**src/rtl/matrix_result_reader.sv**
```systemverilog
`timescale 1ns/1ps
// -----------------------------------------------------------------------------
// matrix_result_reader
//
// Reads ELEMS 32-bit words (a 3x3 matrix by default) out of a register file
// and streams them to a consumer over a valid/ready handshake. It also keeps
// a running modulo-2^32 checksum of the elements the consumer accepted.
// Each element takes one LOAD cycle, which reads the register file, followed
// by one or more SEND cycles, which offer the element until it is accepted.
//
// Optional feature:
//   MATRIX_READER_TRANSPOSE_EN - when defined, the register file is read
//   column-major, so a transposed matrix is streamed. out_idx still counts
//   0..ELEMS-1 in order. When undefined, reads are row-major (addr = idx).
//
// Ports:
//   clk        sole clock, rising edge
//   reset      synchronous, active-high reset
//   start      one-cycle readout request, honoured only when idle
//   sel        register-file element select (non-zero only during LOAD)
//   data_RW    register-file direction: 1 = write/reader inactive, 0 = read
//   rd_data    register-file word at sel, valid combinationally
//   out_data   streamed element
//   out_idx    index of out_data within the transfer
//   out_valid  out_data/out_idx valid
//   out_ready  consumer accepts when out_valid && out_ready
//   busy       high in every state except IDLE
//   done       one-cycle pulse after the last element is accepted
//   checksum   running sum of accepted elements, modulo 2^32
// -----------------------------------------------------------------------------
module matrix_result_reader #(
   parameter int ELEMS = 9,
   parameter int IDX_W = 4
) (
   input  logic             clk,
   input  logic             reset,
   input  logic             start,
   output logic [IDX_W-1:0] sel,
   output logic             data_RW,
   input  logic [31:0]      rd_data,
   output logic [31:0]      out_data,
   output logic [IDX_W-1:0] out_idx,
   output logic             out_valid,
   input  logic             out_ready,
   output logic             busy,
   output logic             done,
   output logic [31:0]      checksum
);

   typedef enum logic [1:0] {
      IDLE,
      LOAD,
      SEND,
      DONE
   } state_t;

   localparam logic [IDX_W-1:0] LAST_IDX = IDX_W'(ELEMS - 1);

   state_t           state;
   logic [IDX_W-1:0] idx;

   // Register-file address for a given element index.
   function automatic logic [IDX_W-1:0] addr_of(input logic [IDX_W-1:0] i);
`ifdef MATRIX_READER_TRANSPOSE_EN
      addr_of = IDX_W'(3 * (32'(i) % 3) + 32'(i) / 3);
`else
      addr_of = i;
`endif
   endfunction

   // These are pure decodes of the state register, so they never glitch
   // relative to the registered outputs and come out of reset correct.
   assign busy    = (state != IDLE);
   assign data_RW = (state == IDLE);
   assign sel     = (state == LOAD) ? addr_of(idx) : '0;

   // NOTE: every register in this block uses non-blocking assignments so that
   // all right-hand sides see pre-edge values, whatever the statement order.
   always_ff @(posedge clk) begin
      if (reset) begin
         state     <= IDLE;
         idx       <= '0;
         out_data  <= '0;
         out_idx   <= '0;
         out_valid <= 1'b0;
         done      <= 1'b0;
         checksum  <= '0;
      end else begin
         done <= 1'b0;
         case (state)
            IDLE: begin
               if (start) begin
                  idx      <= '0;
                  checksum <= '0;
                  state    <= LOAD;
               end
            end

            LOAD: begin
               out_data  <= rd_data;
               out_idx   <= idx;
               out_valid <= 1'b1;
               state     <= SEND;
            end

            SEND: begin
               // out_data/out_idx are held until the consumer takes them.
               if (out_ready) begin
                  checksum  <= checksum + out_data;
                  out_valid <= 1'b0;
                  if (idx == LAST_IDX) begin
                     done  <= 1'b1;
                     state <= DONE;
                  end else begin
                     idx   <= idx + 1'b1;
                     state <= LOAD;
                  end
               end
            end

            DONE: begin
               state <= IDLE;
            end

            default: begin
               state <= IDLE;
            end
         endcase
      end
   end

endmodule

```
**config.mk**
```make
export PLATFORM = sky130hd
export DESIGN_NAME = matrix_result_reader
export DESIGN_NICKNAME = d
export VERILOG_FILES = /design/src/rtl/matrix_result_reader.sv
export SDC_FILE = /design/constraint.sdc
export NUM_CORES = 1
export LEC_CHECK = 0
export BUFFER_PORTS_ARGS = -buffer_cell sky130_fd_sc_hd__buf_2
export CORE_UTILIZATION = 25
export CTS_BUF_LIST = sky130_fd_sc_hd__clkbuf_8
export DETAILED_ROUTE_END_ITERATION = 10
export PLACE_DENSITY_LB_ADDON = 0.12
export SLEW_MARGIN = 0
export SYNTH_ARGS = -nofsm -noshare
export SYNTH_HDL_FRONTEND = slang
export SYNTH_SLANG_ARGS = --single-unit
```
**constraint.sdc**
```tcl
create_clock -name clk -period 3.35 [get_ports clk]
set_clock_uncertainty 0.2 [all_clocks]
set_input_delay 0.335 -clock clk [delete_from_list [all_inputs] [get_ports clk]]
set_output_delay 0.335 -clock clk [all_outputs]
set_load 0.1 [all_outputs]
```
==> results of run 1 <==
-- cell families (layout without fill, tap and decap cells) --
| family | count (synthesis) | after routing | share of synthesized area, % |
|---|---|---|---|
| buffers and inverters | 39 | 181 | 3.72 |
| multiplexers | 3 | 3 | 0.702 |
| XOR/XNOR | 25 | 25 | 5.12 |
| adder cells (fa/ha/maj) | 34 | 34 | 10.1 |
| AO/OA/AOI/OAI | 167 | 167 | 24.2 |
| flip-flops | 76 | 76 | 35.6 |
| AND/OR/NAND/NOR | 201 | 201 | 20.5 |
-- sequential cells by signal, summed over array words and instances (netlist names) --
| name | flops |
|---|---|
| checksum | 32 |
| out_idx | 4 |
| out_valid | 1 |
| done | 1 |
| state | 2 |
| idx | 4 |
| out_data | 32 |
-- cell usage in the layout, fill, tap and decap left out, drive strengths merged, types with 4 or more instances in the layout --
| master | count |
|---|---|
| nor3 | 4 |
| buf | 120 |
| o21ai | 33 |
| nand2b | 4 |
| a22oi | 11 |
| nand2 | 115 |
| nor2b | 6 |
| inv | 19 |
| dlygate4sd3 | 30 |
| xor2 | 15 |
| clkbuf | 11 |
| a21oi | 70 |
| nor2 | 42 |
| o31ai | 4 |
| a21o | 10 |
| xnor2 | 10 |
| o21bai | 4 |
| nand4 | 5 |
| dfxtp | 76 |
| o21a | 5 |
| and3 | 5 |
| ha | 33 |
-- critical path, cell delays in order (launching register included) --
cell and delay (ns):
dfxtp_2 0.33, ha_1 0.36, nand2_1 0.09, or4_1 0.52, o21ba_1 0.22, o31a_1 0.30
o31a_1 0.34, o21ai_1 0.20, nor4b_1 0.08, o32ai_1 0.31, a21oi_1 0.08
-- power breakdown --
group	internal, W	switching [W]
Clock	0.000375	0.000339
Sequential	0.000933	0.0000271
Combinational	0.000119	0.000354
-- layer usage --
metal	GRT usage [%]	part of all wire (%)
met2	25.1	46
met3	3.52	3.8
met1	19.7	49
met4	5.36	1.1
met5	0	0
-- final timing paths --
path / start / to / slack [ns]
worst max-delay path: out_data[9] / checksum[31] / 0.20
worst min-delay path: rd_data[1] / out_data[1] / 0.02
worst max register to register: out_data[9] / checksum[31] / 0.20
worst min register to register: out_idx[3] / out_idx[3] / 0.26
-- per-stage QoR --
step,instance area [um^2],power (W),utilization [%]
finish,5620,0.00215,33.8
global route,5620,0.00226,33.8
CTS,5620,0.00220,33.8
detailed placement,5120,0.00143,30.8
global placement,5120,0.00143,30.8
floorplan,4310,0.00132,-
-- repair_timing --
item                       CTS  global route
hold endpoints to repair    30             0
resized for setup            0             3
setup endpoints to repair    0             4
hold buffers                30             0
-- final cells by class --
type	count	area, um^2
Tap cell	220	275
Clock buffer	11	151
Fill cell	1763	11000
Timing Repair Buffer	150	936
Multi-Input combinational cell	430	2600
Inverter	15	56.3
Sequential cell	76	1550
Clock inverter	5	45.0
==> qor.yml, run 1 <==
antenna_found_initial: 0
hold_path.class: "primary input to register"
synth.avg_cell_area_um2: 7.84
synth.most_common_cell: "nand2_1"
setup_violations: 0
dp_hpwl_um: 9560
synth_top_cell_by_area: "dfxtp_1"
synth_top_cell_area_share_pct: 35.6
vdd_drop_max_mv: 0.168
cts_tree: "yes"
setup_slack_ns: 0.203
dp_slack_ns: 0.0684
r2r_cells: 10
wl_per_cell_um: 14.4
numCtsBuffers: 9
drc_errors: 0
layoutNonFillerInstCount: 907
powerDensity_nw_per_um2: 382
cts-root-buf: "clkbuf_8"
critical_path.startpoint_type: "register"
drt-vias-per-instance: 4.69
outcome: "finished clean"
clk_pin_slew_ns: 0.08
critPathMaxFanout: 5
ant_nets: 0
dieHeight_um: 133
die_x_um: 133
clk_latency_ns: 0.37
drt_iter0_markers: 214
area_growth_syn_to_layout_pct: 31.5
gr-total-overflow: 0
cp.arrival_ns: 3.19
gp_congestion: 0.858
io_buffers: 111
whs_ns: 0.0211
grt_setup_unrepaired: "no"
grt_use_total_pct: 15.3
placed_cells: 861
pin_count: 112
cts_max_level: 3
vias: 4250
worst_pin_slew_ns: 0.737
synth_nets: 615
clock_path_buffers: 2
relSlewSlack_pct: 50.9
synthDistinctLibCells: 59
synth_edf_count: 0
hold_depth: 3
crit_required_ns: 3.39
p_leak_nw: 2.61
synth_top_cells_by_count: "115 x nand2_1, 76 x dfxtp_1, 70 x a21oi_1, 42 x nor2_1, 33 x ha_1"
ys_warn_count: 0
synthFlopType: "dfxtp_1"
min_period_over_period_pct: 93.9
nNetsFinal: 752
grt_pass1_wl_um: 21300
grt_pass1_vias: 4119
fin_crit_ns: 3.15
drt-total-wl_um: 13100
fmax_mhz: 318
hold_viol_final: 0
core_area_um2: 16600
fin_setup_tns_ns: 0
std_cell_rows: 47
n_antenna_cell: 0
grt_max_degree: 41
synthCells: 545
drv_cap: 0
slew_viol_final: 0
cts_setup_buffers: 0
clock-sinks: 76
critPathKind: "register to register"
dr.pass1.iters: 4
synth_seq_area_share_pct: 35.6
ys_async_sr_fraction_pct: 0
end_kind: "register"
layout-drive-gt1-share_pct: 23.6
synth_area_leaders: "dfxtp_1 36%, nand2_1 10%, ha_1 9.7%"
dieArea_um2: 17600
synth_seq_cells: 76
syn_area_um2: 4280
start_util_pct: 25.7
Power figures use the tool's default switching activity.
==> inputs of run 2 (changes only) <==
- ABC_CLOCK_PERIOD_IN_PS: unset -> 3350
- CORE_UTILIZATION: 25 -> 45
==> run 2 against run 1 <==
Net effect:
- core utilization grew 23 points
- count of clock-buffer cells in the layout shrank 2
- sequential cell count is the same
- combinational power shrank 6.6%
==> qor.yml, run 2 (synthesis results as in run 1) <==
drv_cap: 0  # unchanged
grt_use_total_pct: 23.7  # was 15.3%
grt_setup_unrepaired: "no"  # unchanged
dr.pass1.iters: 4  # unchanged
clk_pin_slew_ns: 0.09  # was 0.08 ns
cp_common_cell: "o31a_1"  # unchanged
wl_per_cell_um: 14.4  # about the same
cts_setup_buffers: 0  # unchanged
die_x_um: 99.5  # was 133 um
grt_pass1_wl_um: 18600  # was 21300 um
io_buffers: 111  # unchanged
cts_max_level: 3  # unchanged
pin_count: 112  # unchanged
area_growth_syn_to_layout_pct: 22.6  # was 31.5%
n_antenna_cell: 0  # unchanged
cpMaxStageDelayCell: "or4_1"  # unchanged
drt-vias-per-instance: 5.33  # was 4.69
final_common_cell: "nand2_1"  # unchanged
relSlewSlack_pct: 46.7  # was 50.9%
layout-drive-gt1-share_pct: 24.5  # was 23.6%
worst_pin_slew_ns: 0.796  # was 0.737 ns
setup_violations: 0  # unchanged
numCtsBuffers: 9  # unchanged
powerDensity_nw_per_um2: 402  # was 382 nW/um^2
dp_hpwl_um: 8220  # was 9560 um
layoutNonFillerInstCount: 791  # was 907
outcome: "finished clean"  # unchanged
startpoint: "out_data[9]"  # unchanged
gr-total-overflow: 0  # unchanged
fin_setup_tns_ns: 0  # unchanged
hold_path.class: "primary input to register"  # unchanged
clock-sinks: 76  # unchanged
hold_viol_final: 0  # unchanged
dieArea_um2: 9890  # was 17600 um^2
final_cell_mix: "115 x nand2_1, 111 x buf_2, 70 x a21oi_1"  # unchanged
p_leak_nw: 2.48  # was 2.61 nW
core_area_um2: 9240  # was 16600 um^2
gp_congestion: 0.868  # was 0.858
cts-root-buf: "clkbuf_8"  # unchanged
setup_slack_ns: 0.176  # was 0.203 ns
fmax_mhz: 315  # was 318 MHz
critPathKind: "register to register"  # unchanged
fin_crit_ns: 3.17  # was 3.15 ns
hp-start: "rd_data[0]"  # was rd_data[1]
cts_tree: "yes"  # unchanged
cp_cell_sequence: "ha_1, nand2_1, or4_1, o21ba_1, o31a_1, o31a_1, o21ai_1, nor4b_1, o32ai_1, a21oi_1"  # unchanged
cp.arrival_ns: 3.21  # was 3.19 ns
crit_required_ns: 3.39  # about the same
std_cell_rows: 35  # was 47
holdPathEnd: "out_data[0]"  # was out_data[1]
grt_pass1_vias: 3853  # was 4119
r2r_end: "checksum[31]"  # unchanged
critPathMaxFanout: 5  # unchanged
r2r_cells: 10  # unchanged
nNetsFinal: 727  # was 752
critical_path.startpoint_type: "register"  # unchanged
critPathMaxStageDelay_ns: 0.52  # about the same
dp_slack_ns: 0.159  # was 0.0684 ns
ant_nets: 0  # unchanged
hold_depth: 3  # unchanged
vdd_drop_max_mv: 0.196  # was 0.168 mV
end_kind: "register"  # unchanged
min_period_over_period_pct: 94.7  # was 93.9%
dieHeight_um: 99.5  # was 133 um
placed_cells: 767  # was 861
start_util_pct: 46.3  # was 25.7%
grt_max_degree: 38  # was 41
r2r-start: "out_data[9]"  # unchanged
drc_errors: 0  # unchanged
drt_iter0_markers: 154  # was 214
rrSetupSlack_ns: 0.18  # was 0.20 ns
whs_ns: 0.00693  # was 0.0211 ns
clk_latency_ns: 0.36  # was 0.37 ns
reg.largest.list: "checksum: 32 flops, out_data: 32 flops"  # unchanged
drt-total-wl_um: 11400  # was 13100 um
antenna_found_initial: 0  # unchanged
slew_viol_final: 0  # unchanged
vias: 4213  # was 4250
clock_path_buffers: 2  # unchanged
-- run 2: cell count changes in the layout (fill, tap and decap cells not counted), moves of 2 or more --
cell,change
inv_1,-3
clkinv_2,+2
dlygate4sd3_1,-22
clkinv_4,+2
buf_4,-2
clkbuf_8,-2
-- run 2: how the worst max path moves through the flow --
stage	to	slack [ns]	cells past startpoint
6_report	checksum[31]	0.18	10
5_1_grt	checksum[14]	0.01	13
4_1_cts	checksum[26]	0.15	10
3_5_place_dp	checksum[26]	0.16	10
3_3_place_gp	checksum[26]	0.24	10
2_1_floorplan	checksum[26]	0.002	10
-- run 2: timing repair --
action                     in CTS  in global routing
gates resized for setup         0                  2
setup endpoints to repair       0                  3
hold buffers                    8                  0
hold endpoints to repair        8                  0
-- run 2: where the power goes --
part	internal (W)	leakage, nW	total (W)	switching, W
clock	0.000342	0.100	0.000707	0.000365
sequential	0.000933	0.628	0.000959	0.0000265
combinational	0.0000980	1.75	0.000442	0.000344
-- run 2: final cells by class --
type	instances	area (um^2)
Fill cell	898	4000
Multi-Input combinational cell	430	2600
Timing Repair Buffer	125	681
Sequential cell	76	1550
Clock buffer	9	124
Tap cell	129	161
Clock inverter	7	68.8
Inverter	15	56.3
-- run 2: metrics by stage --
step                      total power, W  util, %  area [um^2]
after floorplan                  0.00132        -         4310
after global placement           0.00141     53.8         4970
after detailed placement         0.00142     53.8         4970
after CTS                        0.00212     56.7         5240
after global routing             0.00219     56.7         5240
final                            0.00211     56.7         5240
-- run 2: routing by layer --
metal	part of all wire (%)	track usage, %	up-vias	wire length (um)
li1	-	-	2144	-
met1	48	31.9	1932	5420
met2	45	38.2	120	5130
met3	5.2	3.58	17	593
met4	2.2	9.16	0	254
met5	0	0	-	0
-- run 2: critical path, delay by kind of cell (launching register included) --
family | cells | cell delay, ns
DFF | 1 | 0.33
and+or+nand+nor | 3 | 0.70
AOI/OAI and AO/OA | 6 | 1.45
adders and majority gates | 1 | 0.37
